`src/rtl/seq_alu_pkg.sv`:
```
// Shared definitions for seq_alu: opcodes, FSM state encoding and status bit positions.
// Build option SEQ_ALU_MUL_EN adds the MULT state and the iterative multiplier.
package seq_alu_pkg;

  localparam int unsigned OP_AND = 0;
  localparam int unsigned OP_OR  = 1;
  localparam int unsigned OP_XOR = 2;
  localparam int unsigned OP_ADD = 3;
  localparam int unsigned OP_SUB = 4;
  localparam int unsigned OP_SLL = 5;
  localparam int unsigned OP_SRL = 6;
  localparam int unsigned OP_MUL = 7;

  localparam int unsigned STATUS_W = 4;
  localparam int unsigned ST_N = 3;
  localparam int unsigned ST_Z = 2;
  localparam int unsigned ST_C = 1;
  localparam int unsigned ST_V = 0;

  localparam logic [STATUS_W-1:0] STATUS_ILLEGAL = 4'b0100;

`ifdef SEQ_ALU_MUL_EN
  typedef enum logic [1:0] {
    S_IDLE = 2'd0,
    S_EXEC = 2'd1,
    S_DONE = 2'd2,
    S_MULT = 2'd3
  } state_t;
`else
  typedef enum logic [1:0] {
    S_IDLE = 2'd0,
    S_EXEC = 2'd1,
    S_DONE = 2'd2
  } state_t;
`endif

endpackage

```
`src/rtl/seq_alu_mul.sv`:
```
// Iterative unsigned shift-add multiplier: one partial product per cycle, WIDTH cycles.
// done pulses for one cycle together with the final accumulation; lo/hi hold until next start.
module seq_alu_mul #(
  parameter int unsigned WIDTH = 16
) (
  input  logic             clk,
  input  logic             rst,
  input  logic             start,
  input  logic [WIDTH-1:0] a,
  input  logic [WIDTH-1:0] b,
  output logic             done,
  output logic [WIDTH-1:0] lo,
  output logic [WIDTH-1:0] hi
);

  localparam int unsigned PW = 2 * WIDTH;
  localparam int unsigned CW = $clog2(WIDTH) + 1;

  logic [PW-1:0]    acc;
  logic [PW-1:0]    mcand;
  logic [WIDTH-1:0] mplier;
  logic [CW-1:0]    cnt;
  logic             busy;

  always_ff @(posedge clk or posedge rst) begin
    if (rst) begin
      acc    <= '0;
      mcand  <= '0;
      mplier <= '0;
      cnt    <= '0;
      busy   <= 1'b0;
      done   <= 1'b0;
    end else begin
      done <= 1'b0;
      if (start) begin
        acc    <= '0;
        mcand  <= {{WIDTH{1'b0}}, a};
        mplier <= b;
        cnt    <= CW'(WIDTH);
        busy   <= 1'b1;
      end else if (busy) begin
        if (mplier[0]) begin
          acc <= acc + mcand;
        end
        mcand  <= mcand << 1;
        mplier <= mplier >> 1;
        cnt    <= cnt - CW'(1);
        if (cnt == CW'(1)) begin
          busy <= 1'b0;
          done <= 1'b1;
        end
      end
    end
  end

  assign lo = acc[WIDTH-1:0];
  assign hi = acc[PW-1:WIDTH];

endmodule

```
`src/rtl/seq_alu.sv`:
```
// Sequential ALU with valid/ready handshakes and registered result/status/err.
// Define SEQ_ALU_MUL_EN to include the iterative multiplier (opcode 7); otherwise opcode 7 is illegal.
module seq_alu
  import seq_alu_pkg::*;
#(
  parameter int unsigned WIDTH = 16,
  parameter int unsigned OPW   = 4
) (
  input  logic                clk,
  input  logic                rst,
  input  logic                in_valid,
  output logic                in_ready,
  input  logic [OPW-1:0]      opcode,
  input  logic [WIDTH-1:0]    in0,
  input  logic [WIDTH-1:0]    in1,
  output logic                out_valid,
  input  logic                out_ready,
  output logic [WIDTH-1:0]    out,
  output logic [STATUS_W-1:0] status,
  output logic                err
);

  localparam int unsigned SHW = $clog2(WIDTH);

  state_t state, state_next;

  logic [OPW-1:0]      op_q;
  logic [WIDTH-1:0]    a_q;
  logic [WIDTH-1:0]    b_q;
  logic                accept;
  logic                fire;
  logic                load_out;

  logic [WIDTH:0]      sum;
  logic [WIDTH:0]      diff;
  logic                shift_oob;
  logic [WIDTH-1:0]    res;
  logic [STATUS_W-1:0] res_st;
  logic                res_c;
  logic                res_v;
  logic                res_err;

`ifdef SEQ_ALU_MUL_EN
  logic                mul_start;
  logic                mul_done;
  logic [WIDTH-1:0]    mul_lo;
  logic [WIDTH-1:0]    mul_hi;

  seq_alu_mul #(.WIDTH(WIDTH)) u_mul (
    .clk   (clk),
    .rst   (rst),
    .start (mul_start),
    .a     (in0),
    .b     (in1),
    .done  (mul_done),
    .lo    (mul_lo),
    .hi    (mul_hi)
  );
`endif

  // in_ready is only ever high in IDLE, so it alone qualifies acceptance
  assign accept   = in_valid && in_ready;
  assign fire     = out_valid && out_ready;
  assign load_out = (state == S_DONE) && !out_valid;

  // Next-state logic
  always_comb begin
    state_next = state;
`ifdef SEQ_ALU_MUL_EN
    mul_start  = 1'b0;
`endif
    case (state)
      S_IDLE: begin
        if (accept) begin
`ifdef SEQ_ALU_MUL_EN
          if (opcode == OPW'(OP_MUL)) begin
            state_next = S_MULT;
            mul_start  = 1'b1;
          end else begin
            state_next = S_EXEC;
          end
`else
          state_next = S_EXEC;
`endif
        end
      end
      S_EXEC: state_next = S_DONE;
`ifdef SEQ_ALU_MUL_EN
      S_MULT: if (mul_done) state_next = S_DONE;
`endif
      S_DONE: if (fire) state_next = S_IDLE;
      default: state_next = S_IDLE;
    endcase
  end

  // Result and flags from the captured request
  always_comb begin
    sum       = {1'b0, a_q} + {1'b0, b_q};
    diff      = {1'b0, a_q} - {1'b0, b_q};
    shift_oob = (b_q >= WIDTH'(WIDTH));
    res       = '0;
    res_c     = 1'b0;
    res_v     = 1'b0;
    res_err   = 1'b0;
    res_st    = '0;
    case (op_q)
      OPW'(OP_AND): res = a_q & b_q;
      OPW'(OP_OR):  res = a_q | b_q;
      OPW'(OP_XOR): res = a_q ^ b_q;
      OPW'(OP_ADD): begin
        res   = sum[WIDTH-1:0];
        res_c = sum[WIDTH];
        res_v = (a_q[WIDTH-1] == b_q[WIDTH-1]) && (sum[WIDTH-1] != a_q[WIDTH-1]);
      end
      OPW'(OP_SUB): begin
        res   = diff[WIDTH-1:0];
        res_c = diff[WIDTH];
        res_v = (a_q[WIDTH-1] != b_q[WIDTH-1]) && (diff[WIDTH-1] != a_q[WIDTH-1]);
      end
      OPW'(OP_SLL): res = shift_oob ? '0 : (a_q << b_q[SHW-1:0]);
      OPW'(OP_SRL): res = shift_oob ? '0 : (a_q >> b_q[SHW-1:0]);
`ifdef SEQ_ALU_MUL_EN
      OPW'(OP_MUL): begin
        res   = mul_lo;
        res_c = |mul_hi;
      end
`endif
      default: res_err = 1'b1;
    endcase
    if (res_err) begin
      res    = '0;
      res_st = STATUS_ILLEGAL;
    end else begin
      res_st[ST_N] = res[WIDTH-1];
      res_st[ST_Z] = (res == '0);
      res_st[ST_C] = res_c;
      res_st[ST_V] = res_v;
    end
  end

  // State, handshake flags, captured request and registered outputs
  always_ff @(posedge clk or posedge rst) begin
    if (rst) begin
      state     <= S_IDLE;
      in_ready  <= 1'b0;
      out_valid <= 1'b0;
      out       <= '0;
      status    <= '0;
      err       <= 1'b0;
      op_q      <= '0;
      a_q       <= '0;
      b_q       <= '0;
    end else begin
      state     <= state_next;
      in_ready  <= (state == S_IDLE) && (state_next == S_IDLE);
      out_valid <= (state == S_DONE) && (state_next == S_DONE);
      if (accept) begin
        op_q <= opcode;
        a_q  <= in0;
        b_q  <= in1;
      end
      if (load_out) begin
        out    <= res;
        status <= res_st;
        err    <= res_err;
      end
    end
  end

endmodule

```
`config.mk`:
```
export PLATFORM = sky130hd
export DESIGN_NAME = seq_alu
export DESIGN_NICKNAME = d
export VERILOG_FILES = /design/src/rtl/seq_alu_pkg.sv /design/src/rtl/seq_alu_mul.sv /design/src/rtl/seq_alu.sv
export SDC_FILE = /design/constraint.sdc
export NUM_CORES = 1
export LEC_CHECK = 0
export CELL_PAD_IN_SITES_DETAIL_PLACEMENT = 0
export CELL_PAD_IN_SITES_GLOBAL_PLACEMENT = 2
export CORE_ASPECT_RATIO = 0.5
export CORE_MARGIN = 3
export CORE_UTILIZATION = 34
export DETAILED_ROUTE_END_ITERATION = 12
export GPL_ROUTABILITY_DRIVEN = 1
export PLACE_DENSITY_LB_ADDON = 0.1
export SLEW_MARGIN = 20
export SYNTH_ARGS = -nofsm -noshare
export SYNTH_HDL_FRONTEND = slang
export SYNTH_SLANG_ARGS = --single-unit
```
`constraint.sdc`:
```
create_clock -name clk -period 3.8 [get_ports clk]
set_input_delay 0.38 -clock clk [delete_from_list [all_inputs] [get_ports clk]]
set_output_delay 0.38 -clock clk [all_outputs]
set_load 0.05 [all_outputs]
```
* After elaboration in Yosys (flattened, before gate mapping)
Cells that the tools add are included.
Storage, ports and cells: output and inout bits 23, logic and storage cells 54, register bits 61
Cells by class: bitwise gates (word level) 3, equal/unequal tests 13, reductions and logical operators 13, shift operators 2, add/subtract/negate cells 2, muxes and demuxes 11, $lt $le $gt $ge 1
Operator list (number):
- $pmux 16 s7 | 1
- $mux 16 | 3
- $add 16x16->17 | 1
- $sub 16x16->17 | 1
- $and 16x16->16 | 1
- $ge 16x5->1 const B | 1
- $logic_not 16->1 | 1
- $or 16x16->16 | 1
- $shl 16x4->16 | 1
- $shr 16x4->16 | 1
- $xor 16x16->16 | 1
- $eq 4x3->1 const B | 3
- $eq 4x2->1 const B | 2
- $logic_and 1x1->1 | 7
- $reduce_or 7->1 | 1
- $pmux 2 s3 | 1
- $eq 2x2->1 const B | 2
- $eq 4x1->1 const B | 1
- $logic_not 2->1 | 2
- $logic_not 4->1 | 1
- $mux 2 | 2
- $mux 4 | 1
- $pmux 1 s2 | 2
- $ne 1x1->1 | 3
- 4 further kinds | 4

* Logic depth before layout (Yosys ltp)
Gate-level depths: netlist of the first run.
word-level depth 5, gate-level depth with buffers 14, mapped depth without buffers 13

* Worst setup path after synthesis of the first run
Ideal clock, no wire load.
kind register to register, start reg b_q[1], end reg status[2], arrival time 3.054 ns, cell stages (with the launch flop) 15, setup time 0.066 ns, data required time 3.734 ns, setup slack 0.680 ns, period minus slack after synthesis 3.120 ns, cells stage by stage dfrtp_1 -> buf_6 -> buf_2 -> clkbuf_8 -> inv_1 -> fa_1 -> nor2b_1 -> o211ai_1 -> a211oi_1 -> nor4bb_1 -> nand4_1 -> nor4b_2 -> nand4_1 -> nor4_2 -> a41o_1
Between the ends: cells in the longest elaborated chain, start to end 5, elaborated cells between the ends (all ways) 13, classes of those cells add/sub (2); order compare (1); shift (2); mux (4); bitwise (3); reduce/logical (1)
Ends and longest elaborated chain:
- start: declaration | RTL line seq_alu.sv:29 | logic [WIDTH-1:0] b_q;
- start signal: assignment | RTL line seq_alu.sv:160 | b_q <= in1;
- $ge 16x5->1 (tied with other cells) | RTL line seq_alu.sv:100 | shift_oob = (b_q >= WIDTH'(WIDTH));
- $mux 16 (on tied branches) | RTL line seq_alu.sv:121, seq_alu.sv:120
- $pmux 16 s7 (*) | RTL line seq_alu.sv:106 | case (op_q)
- $logic_not 16->1 (*) | RTL line seq_alu.sv:135 | res_st[ST_Z] = (res == '0);
- $mux 4 (*) | RTL line seq_alu.sv:130 | if (res_err) begin
- end signal: assignment | RTL line seq_alu.sv:164 | status <= res_st;
- end: declaration | RTL line seq_alu.sv:19 | output logic [STATUS_W-1:0] status,
Every way passes the cells marked *; elsewhere a longest branch is shown, timed or not. A chain may end at the register's enable or synchronous reset.

* Worst setup path in the final report of the first run
start reg a_q[8], end reg status[2]
Between the ends: cells in the longest elaborated chain, start to end 5, elaborated cells between the ends (all ways) 12, classes of those cells add/sub (2); shift (2); mux (4); bitwise (3); reduce/logical (1)
Ends and longest elaborated chain:
- start: declaration | RTL line seq_alu.sv:28 | logic [WIDTH-1:0] a_q;
- start signal: assignment | RTL line seq_alu.sv:159 | a_q <= in0;
- parallel branches: the longest is 2 deep, another holds $sub 16x16->17
- $pmux 16 s7 (*) | RTL line seq_alu.sv:106
- $logic_not 16->1 (*) | RTL line seq_alu.sv:135
- $mux 4 (*) | RTL line seq_alu.sv:130
Every way passes the cells marked *.

==> results of run 1 <==
worst paths after layout:
check	from	endpoint	slack, ns	depth (start not counted)
setup reg to reg	a_q[8]$_DFFE_PP0P_	status[2]$_DFFE_PP0P_	0.23	10
max in group asynchronous	rst	out[10]$_DFFE_PP0P_	2.56	3
hold reg to reg	out[8]$_DFFE_PP0P_	out[8]$_DFFE_PP0P_	0.47	2
min in group asynchronous	rst	a_q[3]$_DFFE_PP0P_	0.52	2
setup / recovery	a_q[8]$_DFFE_PP0P_	status[2]$_DFFE_PP0P_	0.23	10
hold / removal	out[8]$_DFFE_PP0P_	out[8]$_DFFE_PP0P_	0.47	2
cells in the mapped netlist (all sizes together) (3+ instances only):
library cell,instances
a221oi,13
o22ai,7
a221o,3
nand3,12
or2,7
buf,26
a211oi,17
mux4,26
o21bai,4
xnor2,3
and2,4
and3,11
a21o,6
inv,50
a31oi,10
o21a,5
a32oi,3
o31ai,6
o211ai,4
o221a,3
o21ai,45
mux2i,10
nand2,54
nor2b,12
nand4,6
nor3b,6
nor4,7
nor2,54
o2111ai,3
clkbuf,38
a22o,5
a22oi,9
nand2b,11
nor3,16
a311oi,3
or3,5
ha,50
nor4bb,3
mux2,41
a21oi,50
dfrtp,60
area by class of cell:
class / instances / area (um^2)
Clock buffer: 12 / 256
Multi-Input combinational cell: 570 / 4500
Clock inverter: 4 / 95.1
Inverter: 51 / 193
Timing Repair Buffer: 105 / 968
Sequential cell: 60 / 1500
Tap cell: 259 / 324
Fill cell: 1901 / 10800
cells by family (layout without fill, tap and decap cells):
kind of cell               count (synthesis)  count (layout)  synth area share, %
buffers and inverters                    115             172                 8.37
xor gates and xnor gates                   4               4                0.535
DFF                                       60              60                 22.9
muxes                                     77              77                 18.1
adders and majority gates                 52              52                 10.2
and+or+nand+nor                          218             218                 17.0
AOI/OAI and AO/OA                        219             219                 22.8
per-layer routing:
layer | GRT usage (%) | vias up | routed length, um
met5 | 0.476 | - | 0
met1 | 37.0 | 3034 | 12900
met3 | 5.88 | 27 | 1710
met4 | 4.15 | 0 | 318
li1 | - | 2882 | -
met2 | 29.3 | 236 | 9180
flip-flops by register name, summed over array words and instances, names as in the netlist:
| register | cells |
|---|---|
| a_q | 16 |
| err | 1 |
| out_valid | 1 |
| state | 2 |
| status | 3 |
| in_ready | 1 |
| op_q | 4 |
| out | 16 |
| b_q | 16 |
critical path: cells and delay by family, from the launching register on:
family	cells	cell delay [ns]
AOI/OAI and AO/OA	3	1.24
buffers and inverters	1	0.12
and+or+nand+nor	5	0.95
DFF	1	0.60
adders and majority gates	1	0.54
stage by stage:
step	hold WS [ns]	instance area [um^2]	instances	utilization, %
after floorplan	0.441	6550	745	-
after global placement	0.464	7480	1045	40.1
after detailed placement	0.469	7480	1045	40.1
after CTS	0.482	7830	1061	42.0
after global routing	0.494	7840	1061	42.0
final	0.472	7840	1061	42.0
==> summary.txt, run 1 <==
Max stage delay on crit path -> 0.63 ns
Hold Fails Final Rpt -> 0
Net Count, Synth -> 837
Status -> complete, no violations
Setup crit end kind -> register
Crit path DAT -> 3.81 ns
GR Util All Layers -> 22.7%
Floorplan core area -> 18,700 um^2
Starting Density -> 35.1%
Seq/Total Area, Yosys -> 22.9%
Post-synth top area cell -> dfrtp_1
Num ports -> 63
Final #Nets -> 889
Distinct cell type count of the synthesized netlist -> 84
Mapped Cells -> 745
Vias in the first global route -> 5,598
Synth warn -> 0
Die Y -> 104 um
Post-synth EDFFs -> 0
Crit-path slowest cell -> o311ai_0
Die Width -> 202 um
Share of layout cells above drive strength 1 -> 17.2%
Setup Fix Bufs, Post-CTS -> 0
Primary FF master, synth -> dfrtp_1
Most frequent cells in the layout -> clkdlybuf4s50_1, dfrtp_1, nor2_1, nand2_1
Rows -> 35
Crit-path cells -> inv_1, ha_1, and3_1, nor3b_1, o311ai_0, nand2_1, o2111ai_1, and3_2, nor4_2, a41o_1
Synthesized flop and latch total -> 60
Mapped Area -> 6550 um^2
Area delta synth->final -> 19.8%
CTS tree -> done
Pin count of the biggest net entering global routing -> 47
Crit path launch type -> register
Mean area per synthesized cell -> 8.79 um^2
Final Cycle Share -> 94.1%
Max Clk Rate -> 280 MHz
DRC -> 0
Hold-fix buffers at CTS -> 0
PostCTS Resize Cnt -> 0
DRT Pass-1 Iters -> 5
Grt ovf -> 0
Via density -> 5.82
Worst Hold Class -> register to register
First-pass GRT wire length -> 36,500 um
Ranking of synthesized cells by area -> dfrtp_1, ha_1, mux2_2
Starting DRT DRC Count -> 471
Vias post-DR -> 6,179
Crit Path Category -> register to register
DRT antenna net count -> 0
Setup TNS -> 0 ns
Measured slew at the worst slew-check pin -> 0.881 ns
Fin Clk Skew -> 0.00848 ns
Htree depth -> 3
WL/cell -> 22.7 um
Fin crit period -> 3.57 ns
Slew HR -> 41.2%
Post-synthesis async set-or-reset flop share -> 100%
CTS Buf Count -> 9
Worst-path fanout max -> 15
Crit path required time -> 4.03 ns
Final wirelength -> 24,100 um
Routability congestion estimate -> 0.956
Worst-case clock buffer depth -> 2
Worst skew pair latency -> 0.35 ns
Ant. Diodes -> 0
Final setup viols -> 0
Clock transition at path regs -> 0.05 ns
Maximum Capacitance Violations -> 0
DP HPWL -> 18,900 um
Place WS -> 0.328 ns
RSZ-0062 raised after global routing -> false
Antenna violations before repair -> 1
Port Buffers -> 62
Sink Count -> 60
CTS root buffer -> clkbuf_16
Die Area -> 21,100 um^2
Worst setup margin -> 0.225 ns
Slew Limit Fails -> 0
Commonest non-fill, non-tap cell in the layout -> clkdlybuf4s50_1
Synth top area share -> 22.9%
Power of run 1 is left out: the tool's default activity adds up to more than one toggle a clock period on the data nets, which glitch-free logic cannot reach.
==> run 2: changes to the inputs <==
==> constraint.sdc (replaced) <==
create_clock -name clk -period 3.8 [get_ports clk]
set_input_delay 0.38 -clock clk [delete_from_list [all_inputs] [get_ports clk]]
set_output_delay 0.38 -clock clk [all_outputs]
set_load 0.005 [all_outputs]
==> results of run 2 <==
Final layout, timing and power as in run 1 (identical DEF).
Power of run 2 is left out for the same reason.
